<file path="src/rtl/vga_console_writer.sv">
// Terminal-style writer: turns a character stream into glyph writes on the VGA text buffer
// bus, tracks an 80x30 cursor, handles control codes and forwards colour/debug register writes.
module vga_console_writer #(
    parameter int C_AXI_DATA_WIDTH = 32,
    parameter int C_AXI_ADDR_WIDTH = 15,
    parameter int N_COL            = 80,
    parameter int N_ROW            = 30,
    parameter logic [C_AXI_ADDR_WIDTH-1:0] BUF_BASE = 15'h4000,
    parameter logic [C_AXI_ADDR_WIDTH-1:0] REG_BASE = 15'h2000,
    parameter int WR_PULSE         = 2,
    parameter int WR_SLOT          = 4
) (
    input  logic                          clk_i,
    input  logic                          rst_i,
    input  logic                          char_valid_i,
    input  logic [7:0]                    char_data_i,
    output logic                          char_ready_o,
    input  logic                          cfg_valid_i,
    input  logic [2:0]                    cfg_sel_i,
    input  logic [3:0]                    cfg_data_i,
    output logic                          cfg_ready_o,
    output logic [C_AXI_ADDR_WIDTH-1:0]   axil_waddr_o,
    output logic [C_AXI_DATA_WIDTH-1:0]   axil_wdata_o,
    output logic [3:0]                    axil_wstrb_o,
    output logic                          axil_wready_o,
    output logic [6:0]                    cursor_col_o,
    output logic [4:0]                    cursor_row_o,
    output logic                          busy_o
);

    localparam int AW = C_AXI_ADDR_WIDTH;
    localparam int CW = $clog2(WR_SLOT);
    localparam logic [CW-1:0] SLOT_LAST = CW'(WR_SLOT - 1);
    localparam logic [6:0]    COL_LAST  = 7'(N_COL - 1);
    localparam logic [4:0]    ROW_LAST  = 5'(N_ROW - 1);
    localparam logic [9:0]    CLR_LAST  = 10'(N_COL * N_ROW / 4 - 1);
    localparam logic [31:0]   BLANK4    = 32'h20202020;

    typedef enum logic [1:0] {
        S_IDLE  = 2'd0,
        S_WRITE = 2'd1,
        S_CLEAR = 2'd2
    } state_t;

    state_t          state_q, state_d;
    logic [CW-1:0]   cnt_q, cnt_d;
    logic [9:0]      clr_q, clr_d;
    logic [AW-1:0]   addr_q, addr_d;
    logic [31:0]     data_q, data_d;
    logic [3:0]      strb_q, strb_d;
    logic [6:0]      col_q, col_d, pcol_q, pcol_d;
    logic [4:0]      row_q, row_d, prow_q, prow_d;

    logic [11:0]     tile_cur, tile_bs;
    logic [6:0]      adv_col;
    logic [4:0]      adv_row, nl_row;
    logic            is_print;

    assign tile_cur = 12'(row_q) * 12'(N_COL) + 12'(col_q);
    assign tile_bs  = tile_cur - 12'd1;
    assign nl_row   = (row_q == ROW_LAST) ? 5'd0 : row_q + 5'd1;
    assign adv_col  = (col_q == COL_LAST) ? 7'd0 : col_q + 7'd1;
    assign adv_row  = (col_q == COL_LAST) ? nl_row : row_q;
    assign is_print = (char_data_i >= 8'h20) && (char_data_i <= 8'h7E);

    always_ff @(posedge clk_i or posedge rst_i) begin
        if (rst_i) begin
            state_q <= S_IDLE;
            cnt_q   <= '0;
            clr_q   <= '0;
            addr_q  <= '0;
            data_q  <= '0;
            strb_q  <= '0;
            col_q   <= '0;
            row_q   <= '0;
            pcol_q  <= '0;
            prow_q  <= '0;
        end else begin
            state_q <= state_d;
            cnt_q   <= cnt_d;
            clr_q   <= clr_d;
            addr_q  <= addr_d;
            data_q  <= data_d;
            strb_q  <= strb_d;
            col_q   <= col_d;
            row_q   <= row_d;
            pcol_q  <= pcol_d;
            prow_q  <= prow_d;
        end
    end

    always_comb begin
        state_d = state_q;
        cnt_d   = cnt_q;
        clr_d   = clr_q;
        addr_d  = addr_q;
        data_d  = data_q;
        strb_d  = strb_q;
        col_d   = col_q;
        row_d   = row_q;
        pcol_d  = pcol_q;
        prow_d  = prow_q;
        unique case (state_q)
            S_IDLE: begin
                cnt_d = '0;
                if (cfg_valid_i) begin
                    if (cfg_sel_i != 3'd7) begin
                        addr_d  = REG_BASE + {{(AW-5){1'b0}}, cfg_sel_i, 2'b00};
                        data_d  = {28'd0, cfg_data_i};
                        strb_d  = 4'b0001;
                        pcol_d  = col_q;
                        prow_d  = row_q;
                        state_d = S_WRITE;
                    end
                end else if (char_valid_i) begin
                    if (is_print) begin
                        addr_d  = BUF_BASE + {{(AW-12){1'b0}}, tile_cur[11:2], 2'b00};
                        data_d  = {4{1'b0, char_data_i[6:0]}};
                        strb_d  = 4'b0001 << tile_cur[1:0];
                        pcol_d  = adv_col;
                        prow_d  = adv_row;
                        state_d = S_WRITE;
                    end else if (char_data_i == 8'h0D) begin
                        col_d = '0;
                    end else if (char_data_i == 8'h0A) begin
                        col_d = '0;
                        row_d = nl_row;
                    end else if (char_data_i == 8'h08) begin
                        // Backspace blanks the cell it moves onto; at column 0 it does nothing.
                        if (col_q != 7'd0) begin
                            addr_d  = BUF_BASE + {{(AW-12){1'b0}}, tile_bs[11:2], 2'b00};
                            data_d  = BLANK4;
                            strb_d  = 4'b0001 << tile_bs[1:0];
                            pcol_d  = col_q - 7'd1;
                            prow_d  = row_q;
                            state_d = S_WRITE;
                        end
                    end else if (char_data_i == 8'h0C) begin
                        addr_d  = BUF_BASE;
                        data_d  = BLANK4;
                        strb_d  = 4'hF;
                        clr_d   = '0;
                        state_d = S_CLEAR;
                    end
                end
            end
            S_WRITE: begin
                if (cnt_q == SLOT_LAST) begin
                    cnt_d   = '0;
                    col_d   = pcol_q;
                    row_d   = prow_q;
                    state_d = S_IDLE;
                end else begin
                    cnt_d = cnt_q + 1'b1;
                end
            end
            S_CLEAR: begin
                if (cnt_q == SLOT_LAST) begin
                    cnt_d = '0;
                    if (clr_q == CLR_LAST) begin
                        col_d   = '0;
                        row_d   = '0;
                        state_d = S_IDLE;
                    end else begin
                        clr_d  = clr_q + 10'd1;
                        addr_d = addr_q + {{(AW-3){1'b0}}, 3'd4};
                    end
                end else begin
                    cnt_d = cnt_q + 1'b1;
                end
            end
            default: state_d = S_IDLE;
        endcase
    end

    // Bus outputs are only meaningful inside a slot; they read as zero otherwise.
    assign busy_o        = (state_q != S_IDLE);
    assign axil_waddr_o  = busy_o ? addr_q : '0;
    assign axil_wdata_o  = busy_o ? C_AXI_DATA_WIDTH'(data_q) : '0;
    assign axil_wstrb_o  = busy_o ? strb_q : 4'd0;
    assign axil_wready_o = busy_o && (int'(cnt_q) < WR_PULSE);
    assign char_ready_o  = (state_q == S_IDLE) && !rst_i;
    assign cfg_ready_o   = (state_q == S_IDLE) && !rst_i;
    assign cursor_col_o  = col_q;
    assign cursor_row_o  = row_q;

endmodule

</file>
<file path="config.mk">
export PLATFORM = sky130hd
export DESIGN_NAME = vga_console_writer
export DESIGN_NICKNAME = d
export VERILOG_FILES = /design/src/rtl/vga_console_writer.sv
export SDC_FILE = /design/constraint.sdc
export NUM_CORES = 1
export LEC_CHECK = 0
export CAP_MARGIN = 30
export CORE_ASPECT_RATIO = 1.25
export CORE_MARGIN = 2
export CORE_UTILIZATION = 54
export DETAILED_ROUTE_END_ITERATION = 8
export GPL_ROUTABILITY_DRIVEN = 0
export PLACE_DENSITY = 0.85
export SETUP_SLACK_MARGIN = 0.5
export SLEW_MARGIN = 20
export SYNTH_ARGS = -nofsm -noshare
export SYNTH_HDL_FRONTEND = slang
export SYNTH_SLANG_ARGS = --single-unit
</file>
<file path="constraint.sdc">
create_clock -name clk_i -period 3.6 [get_ports clk_i]
set_input_delay 0.54 -clock clk_i [delete_from_list [all_inputs] [get_ports clk_i]]
set_output_delay 0.54 -clock clk_i [all_outputs]
set_load 0.1 [all_outputs]
</file>
==> run summary, run 1 <==
Peak Freq: 0.334 GHz
Number of failing hold endpoints at the final stage: 0
Synthesis-stage register bit count: 66
Largest net degree at the start of global routing: 37
Cts bufs inserted: 9
DR WL/cell: 16.9 um
Clock slew at reported path FFs: 0.05 ns
Worst Max-Slew Pin Slew: 0.970 ns
Die Wd: 90.4 um
Remaining global-route overflow: 0
Fillers: 753
Largest family of logic cells by synthesized area: simple AND/OR/NAND/NOR gates
Compound-gate portion of the synthesized area: 0.199
CP endpoint kind: flip-flop
CTS Hold Bufs: 0
Port bufs: 79
Iter 0 DRT Violations: 344
Multiplexer area fraction after synthesis: 0.0174
Post-Route Utilization: 0.666
Routed vias: 4826
Syn_area_per_cell: 8.30 um^2
Synth async-reset ratio: 1.00
Met1 usage: 0.335
Num ports: 86
FP Rows: 39
GRT met3 Usage: 0.0447
Post-route ant nets: 0
Clock buffer depth: 2
Worst flop-to-flop path startpoint: cursor_row_o[3]$_DFFE_PP0P_
Hold path cells: 2
CP Max Fanout: 9
Root Buffer Master: clkbuf_16
Min-delay src: data_q[28]$_DFFE_PP0P_
WP data required: 3.82 ns
DP Cell Count: 771
# DRC: 0
Core ar.: 9130 um^2
Commonest non-fill, non-tap cells in the layout: nand2_1, buf_4, dfrtp_1, o21ai_0, nand3_1
Worst slew margin: 0.351
Max-slew violation count: 0
Worst reg-to-reg path cell count: 9
Antenna violations before repair: 0
GRT Total Usage: 0.267
CTS Sinks: 66
Layout cells sized above 1: 0.190
Syn. warnings: 0
CP startpoint: cursor_row_o[3]$_DFFE_PP0P_
Drt total wl: 13.3 mm
RSZ-0062 raised after global routing: true
Critical Path Source Type: flip-flop
Synth Area in Adders: 0.0676
Total negative setup slack: 0 ns
Post-layout nets: 707
Post-synth EDFFs: 0
Tcrit/Tclk final: 0.832
Reg-to-reg slack, setup: 0.61 ns
# H-tree levels: 3
Post-route cell area: 6070 um^2
Vias/cell: 6.13
Skew final: 0.00647 ns
Mapped Area: 5040 um^2
Hold worst-path end: data_q[28]$_DFFE_PP0P_
Critical path class: reg2reg
Post-Synthesis Cells: 607
Synth Area in Simple Gates: 0.260
Max Cap Viol: 0
Die Ht: 112 um
Initial Util: 0.552
Critical Path AT: 3.22 ns
Ys flop type: dfrtp_1
Tmin final: 2.99 ns
Initial DRT Pass Iterations: 6
Sequential-to-total area share from yosys stat: 0.328
Skew-Pair Late Insertion Delay: 0.34 ns
Placed cell area: 5760 um^2
Post-synth cell types: 67
GRT Max-Usage Layer: met2
Status: complete, no violations
Met2 GRT Util: 0.459
DIE AREA: 10100 um^2
Area Growth Syn to Fin: 20.6%
Synth Area in XOR/XNOR: 0.0410
Final setup fails: 0
First-pass GRT wire length: 22.2 mm
Hold WC Path Type: reg2reg
Final std cells w/o fill: 787
CTS tree: done
Commonest non-fill, non-tap cell in the layout: nand2_1
Diode count: 0
R2R Path End: addr_q[11]$_DFFE_PP0P_
Vias in the first global route: 4642
Final HPWL DP: 9.68 mm
metal layers:
layer  vias up  wire length [um]
li1       2254                 -
met1      2336              5460
met2       199              6790
met3        37               711
met4         0               319
met5         -                 0
metrics by stage:
step	setup slack [ns]	hold WS, ns
finish	0.606	0.472
global route	0.475	0.498
CTS	0.511	0.474
detailed placement	0.312	0.459
global placement	0.339	0.456
floorplan	0.0828	0.440
worst max path at each step:
stage,end,cells past startpoint
final,addr_q[11]$_DFFE_PP0P_,9
after global routing,addr_q[11]$_DFFE_PP0P_,9
after CTS,addr_q[11]$_DFFE_PP0P_,9
after detailed placement,cursor_col_o[0]$_DFFE_PP0P_,6
after global placement,cursor_col_o[3]$_DFFE_PP0P_,7
after floorplan,axil_wdata_o[12],6
cell type report:
cell class	instances	area, um^2	area share
Clock buffer	13	270	0.0445
Inverter	24	90.1	0.0148
Timing Repair Buffer	100	851	0.140
Multi-Input combinational cell	461	3050	0.502
Sequential cell	66	1660	0.273
Tap cell	123	154	0.0253
flip-flops by register name (all words and copies together), names as in the netlist, 4 cells and up:
name / cells
prow_q: 5
clr_q: 10
data_q: 11
cursor_row_o: 5
pcol_q: 7
addr_q: 13
cursor_col_o: 7
strb_q: 4
synth_stat cells, types with 3 or more instances:
master    count  area [um^2]
nand4_1      14         87.6
ha_1         24          300
nor4_1        8         50.1
a21oi_1      27          135
clkbuf_1     23         86.3
o211ai_1      7         52.6
and4_1        4         35.0
nor3_1       16         80.1
o21ai_1       8         40.0
xor2_1       17          149
o22ai_1       3         18.8
or4_1         3         22.5
nand4b_1      4         35.0
or2_2         3         18.8
nand2b_1      6         37.5
dfrtp_1      66         1650
and3_1        8         50.1
o21ai_0      42          210
a22o_1        3         26.3
a22oi_1       6         45.0
nand3_1      32          160
o221ai_1      4         35.0
nand2_1      70          263
a21o_1        8         60.1
o31ai_1       6         45.0
nor3b_1       4         30.0
a31oi_1      11         68.8
a211o_1       3         26.3
mux2_2        6         67.6
nor2_1       29          109
buf_2        10         50.1
inv_1        24         90.1
xnor2_1       4         35.0
buf_4        26          195
and2_1        4         25.0
or3b_2        3         26.3
nor2b_1      29          181
or3_1         6         37.5
repair_timing:
action / CTS / global route
resized for setup: 0 / 4
pin swaps: 0 / 2
setup buffers: 1 / 2
setup endpoints to repair: 1 / 10
critical path: stages (launching register included):
cell	delay, ns
dfrtp_2	0.49
ha_4	0.26
ha_1	0.22
fa_2	0.38
xor2_2	0.30
nand3_1	0.13
o41a_1	0.45
nor4_2	0.31
nor3b_2	0.08
a211o_1	0.25
cells by family (layout without fill, tap and decap cells):
family / Yosys count / count (layout)
XOR/XNOR: 22 / 22
adder cells (fa/ha/maj): 26 / 26
flip-flops: 66 / 66
AND/OR/NAND/NOR: 249 / 249
other: 1 / 6
AO/OA/AOI/OAI: 150 / 150
buffers and inverters: 85 / 137
multiplexers: 8 / 8
Power of run 1 is not shown: default switching activity piles up to over one toggle a cycle in this logic, so the estimate is an artifact.
==> inputs of run 2 (changes only) <==
- CORE_UTILIZATION: 54 -> 49
- PLACE_DENSITY: 0.85 -> 0.82
- clock period: 3.6 -> 2.4 ns (I/O delays scaled with it)
==> run 2 against run 1 <==
The run now ends with design-rule violations, negative setup slack left. Sequential cell count is the same. Register-to-register slack lost 1.3 ns. Hold slack gained 0.013 ns. Cell count grew 21%. Clock-buffer cell count shrank 2. Fmax shrank 4.7%. Setup slack lost 1.3 ns. Critical path depth is the same. Critical path type unchanged. Largest cell class unchanged.
==> run summary, run 2 (synthesized netlist as in run 1, its figures left out) <==
Core ar.: 10100 um^2
Final HPWL DP: 11.5 mm
Skew-Pair Late Insertion Delay: 0.37 ns
# DRC: 163
Diode count: 0
Largest net degree at the start of global routing: 26
Final setup fails: 26
CTS Sinks: 66
Post-route ant nets: 0
Die Wd: 94.7 um
Initial Util: 0.501
CP endpoint kind: flip-flop
Hold slack: 0.485 ns
Worst reg-to-reg path cell count: 9
RSZ-0062 raised after global routing: true
Num ports: 86
Clock buffer depth: 2
Root Buffer Master: clkbuf_16
Vias/cell: 7.50
FP Rows: 41
CTS tree: done
Violated checks: design-rule violations, negative setup slack
Clock slew at reported path FFs: 0.06 ns
Layout cells sized above 1: 0.567
DIE AREA: 11100 um^2
Critical Path AT: 3.43 ns
Worst slew margin: 0.372
Port bufs: 79
Vias in the first global route: 6893
Commonest non-fill, non-tap cells in the layout: buf_4, buf_12, dfrtp_1, nand2_1, buf_6
Antenna violations before repair: 1
Regs by FF count: addr_q: 13 flops, data_q: 11 flops, clr_q: 10 flops
Tcrit/Tclk final: 1.31
Cts bufs inserted: 9
Peak Freq: 0.318 GHz
Hold WC Path Type: in2reg
Remaining global-route overflow: 0
Critical Path Source Type: flip-flop
DR WL/cell: 32.8 um
Drt total wl: 31.2 mm
# H-tree levels: 3
Worst Max-Slew Pin Slew: 0.933 ns
Number of failing hold endpoints at the final stage: 0
Hold path cells: 4
CP Max Fanout: 6
Skew final: 0.0241 ns
Status: finished with violations
Tmin final: 3.14 ns
Biggest register: addr_q
Area Growth Syn to Fin: 88.4%
Initial DRT Pass Iterations: 9
Setup ws final: -0.743 ns
First-pass GRT wire length: 39.2 mm
GRT Total Usage: 0.472
Max Cap Viol: 0
Max FFs per register: 13
Routed vias: 7135
Post-layout nets: 862
Iter 0 DRT Violations: 1314
WP data required: 2.68 ns
Die Ht: 117 um
Max-slew violation count: 0
Critical path class: reg2reg
Commonest non-fill, non-tap cell in the layout: buf_4
CTS Hold Bufs: 0
-- run 2: changes by cell type in the layout (fill, tap and decap cells not counted), sizes merged --
cell | previous run | this run
buf | 70 | 240
bufinv | 0 | 1
clkbuf | 13 | 12
clkdlybuf4s15 | 0 | 3
clkdlybuf4s50 | 30 | 10
clkinv | 0 | 4
clkinvlp | 0 | 2
dlygate4sd2 | 0 | 1
inv | 24 | 22
-- run 2: metal layers --
layer,global-route usage,vias up,wire (um)
li1,-,2583,-
met1,0.501,3243,9400
met2,0.715,869,13500
met3,0.179,440,4300
met4,0.414,0,4010
met5,0,-,0
-- run 2: final timing paths --
path	startpoint	end	slack [ns]
max	cursor_row_o[2]$_DFFE_PP0P_	addr_q[8]$_DFFE_PP0P_	-0.74
min	char_data_i[0]	data_q[24]$_DFFE_PP0P_	0.48
max reg2reg	cursor_row_o[2]$_DFFE_PP0P_	addr_q[8]$_DFFE_PP0P_	-0.74
min reg2reg	strb_q[0]$_DFFE_PP0P_	strb_q[0]$_DFFE_PP0P_	0.53
max in group asynchronous	rst_i	clr_q[5]$_DFFE_PP0P_	1.13
min in group asynchronous	rst_i	data_q[25]$_DFFE_PP0P_	0.56
-- run 2: worst max-delay path: stages, from the launching register on --
cell and delay (ns):
dfrtp_2 0.45, ha_2 0.31, ha_2 0.41, nand3_1 0.22, a21oi_1 0.28, nor2_1 0.14, buf_4 0.17, o31ai_1 0.63
a31oi_1 0.26, o2bb2ai_1 0.18
-- run 2: cell type report --
class	count	area (um^2)
inverter	24	100
tap	129	161
sequential	66	1670
multi-input combinational	461	4260
timing repair buffer	255	3010
clock inverter	5	53.8
clock buffer	11	243
fill	231	566
-- run 2: repair_timing --
item	CTS	global route
setup endpoints to repair	109	113
gates cloned	6	1
buffers inserted	49	28
pin swaps	84	32
gates resized for setup	212	96
-- run 2: stage by stage --
step / setup TNS, ns / cells / utilization / setup WS (ns) / area, um^2
4_1_cts: -1.05 / 922 / 0.873 / -0.327 / 8780
3_3_place_gp: -14.87 / 851 / 0.719 / -0.356 / 7220
2_1_floorplan: -3.97 / 612 / - / -0.687 / 5710
3_5_place_dp: -20.75 / 851 / 0.719 / -0.516 / 7220
5_1_grt: -4.54 / 951 / 0.944 / -0.660 / 9490
6_report: -4.48 / 951 / 0.944 / -0.743 / 9490
Power of run 2 is left out for the same reason.
